File: config.mk
export PLATFORM = sky130hd
export DESIGN_NAME = key_sw_debounce
export DESIGN_NICKNAME = d
export VERILOG_FILES = /design/src/rtl/key_sw_debounce_pkg.sv /design/src/rtl/key_sw_debounce_bit.sv /design/src/rtl/key_sw_debounce.sv
export SDC_FILE = /design/constraint.sdc
export NUM_CORES = 1
export LEC_CHECK = 0
export CAP_MARGIN = 15
export CORE_ASPECT_RATIO = 1.4
export CORE_UTILIZATION = 40
export DETAILED_ROUTE_END_ITERATION = 7
export PLACE_DENSITY = 0.69
export SLEW_MARGIN = 40
export SYNTH_ARGS = -nofsm -noshare
export SYNTH_HDL_FRONTEND = slang
export SYNTH_HIERARCHICAL = 1
export SYNTH_SLANG_ARGS = --single-unit
File: constraint.sdc
create_clock -name clk_50 -period 15.7 [get_ports clk_50]
set_input_delay 2.355 -clock clk_50 [delete_from_list [all_inputs] [get_ports clk_50]]
set_output_delay 2.355 -clock clk_50 [all_outputs]
set_load 0.005 [all_outputs]
File: src/rtl/key_sw_debounce_pkg.sv
// rtl/key_sw_debounce_pkg.sv - shared constants for the DE2-115 key/switch input conditioner
//
// Package de2_input_pkg: pin counts, default timing constants, debounce
// counter width and a counter-width helper used by the top and debounce_bit.
package de2_input_pkg;

    localparam int NUM_KEYS = 4;
    localparam int NUM_SW   = 18;

    localparam int TICK_DIV_DEFAULT           = 50000;
    localparam int DB_TICKS_DEFAULT           = 10;
    localparam int REPEAT_DELAY_TICKS_DEFAULT = 500;
    localparam int REPEAT_RATE_TICKS_DEFAULT  = 100;

    localparam int DB_CNT_W = 4;

    // Width of a counter that has to hold the values 0..n-1.
    function automatic int cnt_width(input int n);
        return (n <= 2) ? 1 : $clog2(n);
    endfunction

endpackage

File: src/rtl/key_sw_debounce_bit.sv
// rtl/key_sw_debounce_bit.sv - two-flop synchroniser and tick-based debouncer for one input bit
//
// Ports:
//   clk_50  - system clock
//   reset   - synchronous, active-high
//   tick    - one-cycle debounce tick from the shared prescaler
//   din     - raw asynchronous input bit
//   db      - debounced level (registered)
//   update  - high in the cycle whose clock edge will move db to the synced level
module debounce_bit
    import de2_input_pkg::*;
#(
    parameter int   DB_TICKS    = DB_TICKS_DEFAULT,
    parameter logic RESET_LEVEL = 1'b0
) (
    input  logic clk_50,
    input  logic reset,
    input  logic tick,
    input  logic din,
    output logic db,
    output logic update
);

    localparam logic [DB_CNT_W-1:0] CNT_LAST = DB_CNT_W'(DB_TICKS - 1);

    logic                sync_1;
    logic                sync_2;
    logic [DB_CNT_W-1:0] cnt;

    // Exported so the top can register edge pulses that line up with db.
    assign update = (sync_2 != db) && tick && (cnt == CNT_LAST);

    always_ff @(posedge clk_50) begin
        if (reset) begin
            sync_1 <= RESET_LEVEL;
            sync_2 <= RESET_LEVEL;
            db     <= RESET_LEVEL;
            cnt    <= '0;
        end else begin
            sync_1 <= din;
            sync_2 <= sync_1;
            // Any cycle back at the db level restarts the count, tick or not.
            if (sync_2 == db) begin
                cnt <= '0;
            end else if (tick) begin
                if (cnt == CNT_LAST) begin
                    db  <= sync_2;
                    cnt <= '0;
                end else begin
                    cnt <= cnt + DB_CNT_W'(1);
                end
            end
        end
    end

endmodule

File: src/rtl/key_sw_debounce.sv
// rtl/key_sw_debounce.sv - synchronise and debounce DE2-115 KEY/SW pins for the SOPC PIOs
//
// Ports:
//   clk_50       - 50 MHz system clock, sole clock
//   reset        - synchronous, active-high
//   key_n_in     - raw KEY pins, active-low
//   sw_in        - raw SW pins
//   key_db       - debounced KEY (active-low), to in_port_to_the_key
//   sw_db        - debounced SW, to in_port_to_the_sw
//   key_press    - one-cycle pulse per key on debounced 1->0 (plus auto-repeat)
//   key_release  - one-cycle pulse per key on debounced 0->1
//   sw_change    - one-cycle pulse when any sw_db bit changes
// Optional: KEY_AUTOREPEAT_EN adds per-key auto-repeat pulses on key_press.
module key_sw_debounce
    import de2_input_pkg::*;
#(
    parameter int TICK_DIV           = TICK_DIV_DEFAULT,
    parameter int DB_TICKS           = DB_TICKS_DEFAULT,
    parameter int REPEAT_DELAY_TICKS = REPEAT_DELAY_TICKS_DEFAULT,
    parameter int REPEAT_RATE_TICKS  = REPEAT_RATE_TICKS_DEFAULT
) (
    input  logic                clk_50,
    input  logic                reset,
    input  logic [NUM_KEYS-1:0] key_n_in,
    input  logic [NUM_SW-1:0]   sw_in,
    output logic [NUM_KEYS-1:0] key_db,
    output logic [NUM_SW-1:0]   sw_db,
    output logic [NUM_KEYS-1:0] key_press,
    output logic [NUM_KEYS-1:0] key_release,
    output logic                sw_change
);

    if (DB_TICKS < 2 || DB_TICKS > 15 || TICK_DIV < 1 ||
        REPEAT_DELAY_TICKS < 1 || REPEAT_RATE_TICKS < 1) begin : g_bad_param
        $error("key_sw_debounce: parameter out of range");
    end

    // Tick prescaler
    localparam int               PRE_W    = cnt_width(TICK_DIV);
    localparam logic [PRE_W-1:0] PRE_LAST = PRE_W'(TICK_DIV - 1);

    logic [PRE_W-1:0] pre_cnt;
    logic             tick;

    assign tick = (pre_cnt == PRE_LAST);

    always_ff @(posedge clk_50) begin
        if (reset || tick) begin
            pre_cnt <= '0;
        end else begin
            pre_cnt <= pre_cnt + PRE_W'(1);
        end
    end

    // Per-bit debouncers
    logic [NUM_KEYS-1:0] key_upd;
    logic [NUM_SW-1:0]   sw_upd;

    for (genvar i = 0; i < NUM_KEYS; i++) begin : g_key
        debounce_bit #(
            .DB_TICKS    (DB_TICKS),
            .RESET_LEVEL (1'b1)
        ) u_db (
            .clk_50 (clk_50),
            .reset  (reset),
            .tick   (tick),
            .din    (key_n_in[i]),
            .db     (key_db[i]),
            .update (key_upd[i])
        );
    end

    for (genvar i = 0; i < NUM_SW; i++) begin : g_sw
        debounce_bit #(
            .DB_TICKS    (DB_TICKS),
            .RESET_LEVEL (1'b0)
        ) u_db (
            .clk_50 (clk_50),
            .reset  (reset),
            .tick   (tick),
            .din    (sw_in[i]),
            .db     (sw_db[i]),
            .update (sw_upd[i])
        );
    end

    logic [NUM_KEYS-1:0] rep_fire;

`ifdef KEY_AUTOREPEAT_EN
    localparam int REP_MAX = (REPEAT_DELAY_TICKS > REPEAT_RATE_TICKS) ?
                             REPEAT_DELAY_TICKS : REPEAT_RATE_TICKS;
    localparam int               REP_W      = cnt_width(REP_MAX);
    localparam logic [REP_W-1:0] DELAY_LAST = REP_W'(REPEAT_DELAY_TICKS - 1);
    localparam logic [REP_W-1:0] RATE_LAST  = REP_W'(REPEAT_RATE_TICKS - 1);

    logic [REP_W-1:0]    rep_cnt [NUM_KEYS];
    logic [NUM_KEYS-1:0] rep_armed;   // first repeat done, now pacing at the rate

    // A debounced edge in the same cycle always wins, so release never repeats.
    always_comb begin
        rep_fire = '0;
        for (int i = 0; i < NUM_KEYS; i++) begin
            rep_fire[i] = tick && !key_db[i] && !key_upd[i] &&
                          (rep_cnt[i] == (rep_armed[i] ? RATE_LAST : DELAY_LAST));
        end
    end

    always_ff @(posedge clk_50) begin
        for (int i = 0; i < NUM_KEYS; i++) begin
            if (reset || key_upd[i]) begin
                rep_cnt[i]   <= '0;
                rep_armed[i] <= 1'b0;
            end else if (rep_fire[i]) begin
                rep_cnt[i]   <= '0;
                rep_armed[i] <= 1'b1;
            end else if (tick && !key_db[i]) begin
                rep_cnt[i] <= rep_cnt[i] + REP_W'(1);
            end
        end
    end
`else
    assign rep_fire = '0;
`endif

    // Pulses are registered from the update strobes so they rise with db.
    always_ff @(posedge clk_50) begin
        if (reset) begin
            key_press   <= '0;
            key_release <= '0;
            sw_change   <= 1'b0;
        end else begin
            key_press   <= (key_upd & key_db) | rep_fire;
            key_release <= key_upd & ~key_db;
            sw_change   <= |sw_upd;
        end
    end

endmodule

==> summary.md, run 1 <==
| Metric | Value |
|---|---|
| Setup TNS | 0 ns |
| Synth top area share | approximately 47% |
| Ys async rst share | 0% |
| Antenna violations before repair | 0 |
| Die span in x | 118.4 um |
| Post-CTS Resized | 0 |
| CP Max Fanout | 5 |
| CP bufs+invs | 1 |
| Rel. slew slack | 56.70% |
| Clk_lat worst skew | around 0.43 ns |
| Reg clk slew, reported paths | 0.06 ns |
| Final ANT Viol Nets | 0 |
| Largest area contributor in the netlist | dfxtp_1 |
| CP Launch Type | flip-flop |
| Post-CTS Setup Bufs | 0 |
| Die Ht | 165.0 um |
| Post-synth EDFFs | 0 |
| Hold WC Path Type | flip-flop to flip-flop |
| Top-Level Pins | 55 |
| Vias per Instance | 4.928 |
| Synth Flop Type | dfxtp_1 |
| Power per cell area | 101.2 nW/um^2 |
| Delay-heaviest family, CP | buffers and inverters |
| DR iter-0 viols | between 200 and 250 |
| P_leak | 2.839 nW |
| Critical-path top delay cell | clkdlybuf4s50_1 |
| Starting Density | 40.79% |
| # H-tree levels | 4 |
| Total die area | just under 20000 sq um |
| Global-route wire length before repair | 23430 um |
| Total congestion overflow | 0 |
| Worst Setup End Kind | output port |
| Worst path arrival time | 1.43 ns |
| Core Area | between 15000 and 20000 sq um |
| F_max | roughly 0.26 GHz |
| CTS tree | built |
| NumNets Final | just over 900 |
| Clk_skew | 0.01150 ns |
| Synth cell types | 31 |
| Buffer depth of the longest clock path | 2 |
| Number of synthesized register bits | 179 |
| Outcome | finished, final reports clean |
| Critical-path cell list | clkdlybuf4s50_1 |
| RSZ-0062 raised after global routing | false |
| Largest net degree at the start of global routing | 62 |
| Root buffer cell | clkbuf_16 |
| Ant diodes | 0 |
| Seq/Total Area, Yosys | approximately 47% |
| Synth Instances | 809 |
| Number of CTS-inserted buffers | 17 |
| Share of cells above drive strength 1 | 9.944% |
| # rows | 59 |
| Residual DRC count | 0 |
| Avg Cell Area, Syn | 9.380 sq um |
| Tmin final | 3.781 ns |
| All-Layer GR Usage | between 10% and 20% |
| Total number of vias | around 5600 |
| Critical path required time | 13.35 ns |
| Syn Nets | 834 |
| Period utilization | 24.08% |
| Vias in the first global route | 5278 |
| GP Congestion | 0.7871 |
| Cell Area, Synth | approximately 7600 sq um |
| Drt pass-1 iters | 4 |
| DPL Wire Length | 8964 um |
| CP Class | flip-flop to output port |
| Worst slew pin tran | 0.6495 ns |
| VDD IR max | 61.43 uV |
| I/O Buffers | 54 |
| Hold-fix buffers, CTS | 0 |
| Slowest stage delay, CP | 0.55 ns |
| YS warnings | 6 |
| Fin. Hold Viols | 0 |
| Final WL | 13600 um |
| Fin. max-slew vios | 0 |
| Setup violations, final | 0 |
| Drt wl/cell | 11.94 um |
| Fillers | 1795 |
| Synth area leaders | dfxtp_1 47%, nor2b_1 6.6%, xnor2_1 6.5% |
| Sink Count | between 150 and 200 |
| Area Growth Syn to Fin | 19.21% |
| Max-cap violations | 0 |
| Final core utilization | 48.63% |
==> Yosys cell counts (all sizes together) (24+ instances only) <==
master and instances:
a21oi 44, dfxtp 179, nand2 46, nand2b 58, nand3 28, nor2 71, nor2b 80, nor3 26
nor4 31, o21ai 44, or2 30, xnor2 56, xor2 24
==> report_power, final <==
group	leakage, nW	internal, mW	switching [mW]	total [mW]
clock network	0.298	0.261	0.169	0.430
registers	1.45	0.460	0.00272	0.463
logic	1.09	0.0123	0.0101	0.0224
==> registers in the layout (all words and copies together), names as in the netlist, 16 cells and up <==
| signal | cells |
|---|---|
| g_key.u_db/cnt | 16 |
| g_sw.u_db/cnt | 72 |
| g_sw.u_db/sync_1 | 18 |
| g_sw.u_db/db | 18 |
| pre_cnt | 16 |
| g_sw.u_db/sync_2 | 18 |
==> final timing paths <==
check	start	endpoint	slack, ns	depth (start not counted)
max	g_key[2].u_db/db	key_db[2]	11.92	1
min	g_key[0].u_db/sync_1	g_key[0].u_db/sync_2	0.41	1
max reg2reg	pre_cnt[11]	sw_change	12.04	11
min reg2reg	g_key[0].u_db/sync_1	g_key[0].u_db/sync_2	0.41	1
==> metal layers <==
metal / track usage, % / vias up / wire length, um
met2: 25.51 / 70 / 6403
met3: 3.349 / 14 / 343
li1: - / 2937 / -
met5: 0 / - / 0
met4: 6.502 / 0 / 188
met1: 17.39 / 2592 / 6662
==> stage by stage <==
stage | area [sq um] | hold slack, ns | cells | power, mW | worst slack (ns)
after floorplan | 7589 | 0.3895 | 809 | 0.4839 | 7.422
after global placement | 8444 | 0.3927 | 1108 | 0.4953 | 11.69
after detailed placement | 8444 | 0.3964 | 1108 | 0.4955 | 11.61
after CTS | 9046 | 0.4114 | 1139 | 0.9284 | 11.89
after global routing | 9046 | 0.4225 | 1139 | 0.9511 | 11.71
final | 9046 | 0.4108 | 1139 | 0.9154 | 11.92
==> final cells by class <==
| class | count | area, sq um | area share, % |
|---|---|---|---|
| repair buffers | 57 | 560.5 | 6.196 |
| multi-input cells | 624 | 3980 | 44.00 |
| clock buffers | 21 | 470.5 | 5.201 |
| flip-flops and latches | 179 | 3583 | 39.61 |
| well taps | 244 | 305.3 | 3.375 |
| inverters | 4 | 15.01 | 0.1660 |
| clock inverters | 10 | 131.4 | 1.452 |
==> placed cells by master (no fill, tap or decap), types with 5 or more instances in the layout <==
cell type,synthesis,routed
or3_1,22,22
and3_1,5,5
or2_1,22,22
a21oi_1,22,22
dfxtp_1,179,179
clkinv_2,0,5
xnor2_1,56,56
nand2_1,24,24
nor4_1,31,31
a21oi_2,22,22
clkdlybuf4s50_1,0,53
xor2_1,24,24
o21ai_0,44,44
nand2_2,22,22
nand3_1,28,28
nand4_1,5,5
clkbuf_16,0,17
nor2_1,71,71
and4b_1,22,22
mux2i_1,22,22
or2_2,8,8
nor2b_1,80,80
nand2b_1,58,58
nor3_1,26,25
==> cells by family (layout without fill, tap and decap cells) <==
family	after synthesis	count (layout)	synth area share, %
flops	179	179	47.22
fa+ha+maj	1	1	0.1649
xor+xnor	80	80	9.233
compound gates	89	89	7.172
simple gates	432	432	32.91
buf+inv	6	92	0.3956
mux	22	22	2.902
Note: power is estimated with default switching activity, not from simulation.
==> run 2, diff against run 1 <==
PLACE_DENSITY = 0.71   (was 0.69)
clock period = 3.3 ns   (was 15.7 ns; I/O delays follow)
==> summary.md, run 2 (synthesis gave the netlist of run 1 again) <==
| Metric | Value |
|---|---|
| Critical-path cell list | or4b_1 -> or4_4 -> nor3_4 -> buf_4 -> nand2_2 -> nor4_1 -> nor4_1 -> nand3_1 -> nor4_1 -> nor2_1 |
| Tmin final | approximately 2.8 ns |
| CP Launch Type | flip-flop |
| Hold Path Depth | 1 |
| Drt wl/cell | between 10 and 15 um |
| Largest Register | g_sw.u_db/cnt |
| Worst path depth | 10 |
| CP bufs+invs | 1 |
| F_max | 0.3622 GHz |
| DR iter-0 viols | between 200 and 250 |
| Share of cells above drive strength 1 | 10.94% |
| Most common cell after layout, fill and taps aside | dfxtp_1 |
| Reg clk slew, reported paths | 0.07 ns |
| Residual DRC count | 0 |
| Hold Startpoint | g_key[0].u_db/sync_1 |
| Seq. cell area | 3585 sq um |
| Total congestion overflow | 0 |
| Power per cell area | 466.5 nW/um^2 |
| Clk_skew | 0.008254 ns |
| Setup violations, final | 0 |
| Worst slew pin tran | 0.6511 ns |
| Most frequent cells in the layout | 178 x dfxtp_1, 80 x nor2b_1, 71 x nor2_1, 58 x nand2b_1, 56 x xnor2_1 |
| Critical-path top delay cell | or4b_1 |
| Final Cell Area | 9079 sq um |
| VDD IR max | 349.0 uV |
| Die span in x | approximately 120 um |
| Hold-fix buffers, CTS | 0 |
| Slowest stage delay, CP | 0.51 ns |
| CP Max Fanout | 28 |
| Fin. max-slew vios | 0 |
| Hold Path Sink | g_key[0].u_db/sync_2 |
| Detailed-route wire length on metal 1 | 6353 um |
| # H-tree levels | 4 |
| Fillers | 1728 |
| Largest net degree at the start of global routing | 72 |
| Period utilization | 83.66% |
| Antenna violations before repair | 0 |
| Top-Level Pins | 55 |
| Worst path arrival time | 3.12 ns |
| Final WL | 13540 um |
| Ant diodes | 0 |
| RSZ-0062 raised after global routing | false |
| Delay-heaviest family, CP | simple AND/OR/NAND/NOR gates |
| Total die area | 19530 sq um |
| GP Congestion | 0.8048 |
| Post-CTS Setup Bufs | 0 |
| R2R depth | 10 |
| # rows | 59 |
| Core Area | 18600 sq um |
| CP Class | flip-flop to flip-flop |
| Multi-input logic area | between 4000 and 5000 sq um |
| Die Ht | 165.0 um |
| Worst hold slack | 0.4121 ns |
| Uppermost layer routed | met4 |
| Starting Density | 40.79% |
| Reg-to-reg endpoint | sw_change |
| NumNets Final | a little over 900 |
| Max-cap violations | 0 |
| Hold WC Path Type | flip-flop to flip-flop |
| Sink Count | 179 |
| RR Startpoint | pre_cnt[11] |
| Final core utilization | 48.80% |
| Fin. Hold Viols | 0 |
| Max reg flops | 72 |
| Final ANT Viol Nets | 0 |
| Drt pass-1 iters | 4 |
| Outcome | finished, final reports clean |
| All-Layer GR Usage | between 10% and 20% |
| Dpl cell area | ~8500 sq um |
| P_leak | 2.834 nW |
| Most frequent cell on the critical path | nor4_1 |
| Buffer depth of the longest clock path | 2 |
| Number of CTS-inserted buffers | 17 |
| Root buffer cell | clkbuf_16 |
| Vias per Instance | 4.912 |
| Vias in the first global route | ~5200 |
| Worst Setup End Kind | flip-flop |
| Reg2reg setup slack | roughly 0.54 ns |
| DR WL met2 | 6614 um |
| I/O Buffers | 54 |
| Clk_lat worst skew | 0.43 ns |
| WL met3 | ~380 um |
| Rel. slew slack | 56.59% |
| Post-CTS Resized | 0 |
| Critical path required time | 3.66 ns |
| CTS tree | built |
| Global-route wire length before repair | around 24000 um |
| Area Growth Syn to Fin | 19.64% |
| Total number of vias | 5600 |
| DPL Wire Length | just over 9000 um |
[run 2: changes by cell type in the layout (fill, tap and decap cells not counted), moves of 2 or more]
cell	delta
clkinvlp_4	+3
clkbuf_1	+2
nor4_2	+4
inv_6	+2
bufinv_16	-2
nor3b_1	-4
nor3b_2	+4
nor4_1	-4
clkinv_2	-4
[run 2: worst max-delay path by stage]
| stage | startpoint | end | slack, ns |
|---|---|---|---|
| 2_1_floorplan | pre_cnt[11] | sw_change | -0.86 |
| 3_3_place_gp | pre_cnt[11] | sw_change | 0.55 |
| 3_5_place_dp | pre_cnt[13] | sw_change | 0.53 |
| 4_1_cts | pre_cnt[11] | sw_change | 0.50 |
| 5_1_grt | pre_cnt[13] | sw_change | 0.25 |
| 6_report | pre_cnt[11] | sw_change | 0.54 |
[run 2: layout make-up]
type                            instances  area share [%]
Tap cell                              244           3.363
Timing Repair Buffer                   57           6.312
Multi-Input combinational cell        624           44.46
Clock inverter                         10           1.103
Clock buffer                           22           5.113
Inverter                                4          0.1654
Sequential cell                       179           39.48
[run 2: layer usage]
metal  GRT usage (%)  vias up
met4           5.178        0
met2           26.52       58
met1           17.45     2599
met3           3.971       14
li1                -     2929
met5               0        -
[run 2: metrics by stage]
| stage | setup slack [ns] | total power [mW] | TNS, ns | cells |
|---|---|---|---|---|
| floorplan | -0.8580 | 2.302 | -81.29 | 809 |
| global placement | 0.5537 | 2.359 | 0 | 1108 |
| detailed placement | 0.5267 | 2.361 | 0 | 1108 |
| CTS | 0.5009 | 4.294 | 0 | 1140 |
| global route | 0.2457 | 4.395 | 0 | 1140 |
| finish | 0.5393 | 4.235 | 0 | 1140 |
[run 2: power by group]
part	total [mW]	switching, mW	internal [mW]
combinational	0.109	0.0508	0.0583
sequential	2.20	0.0128	2.19
clock	1.93	0.841	1.08
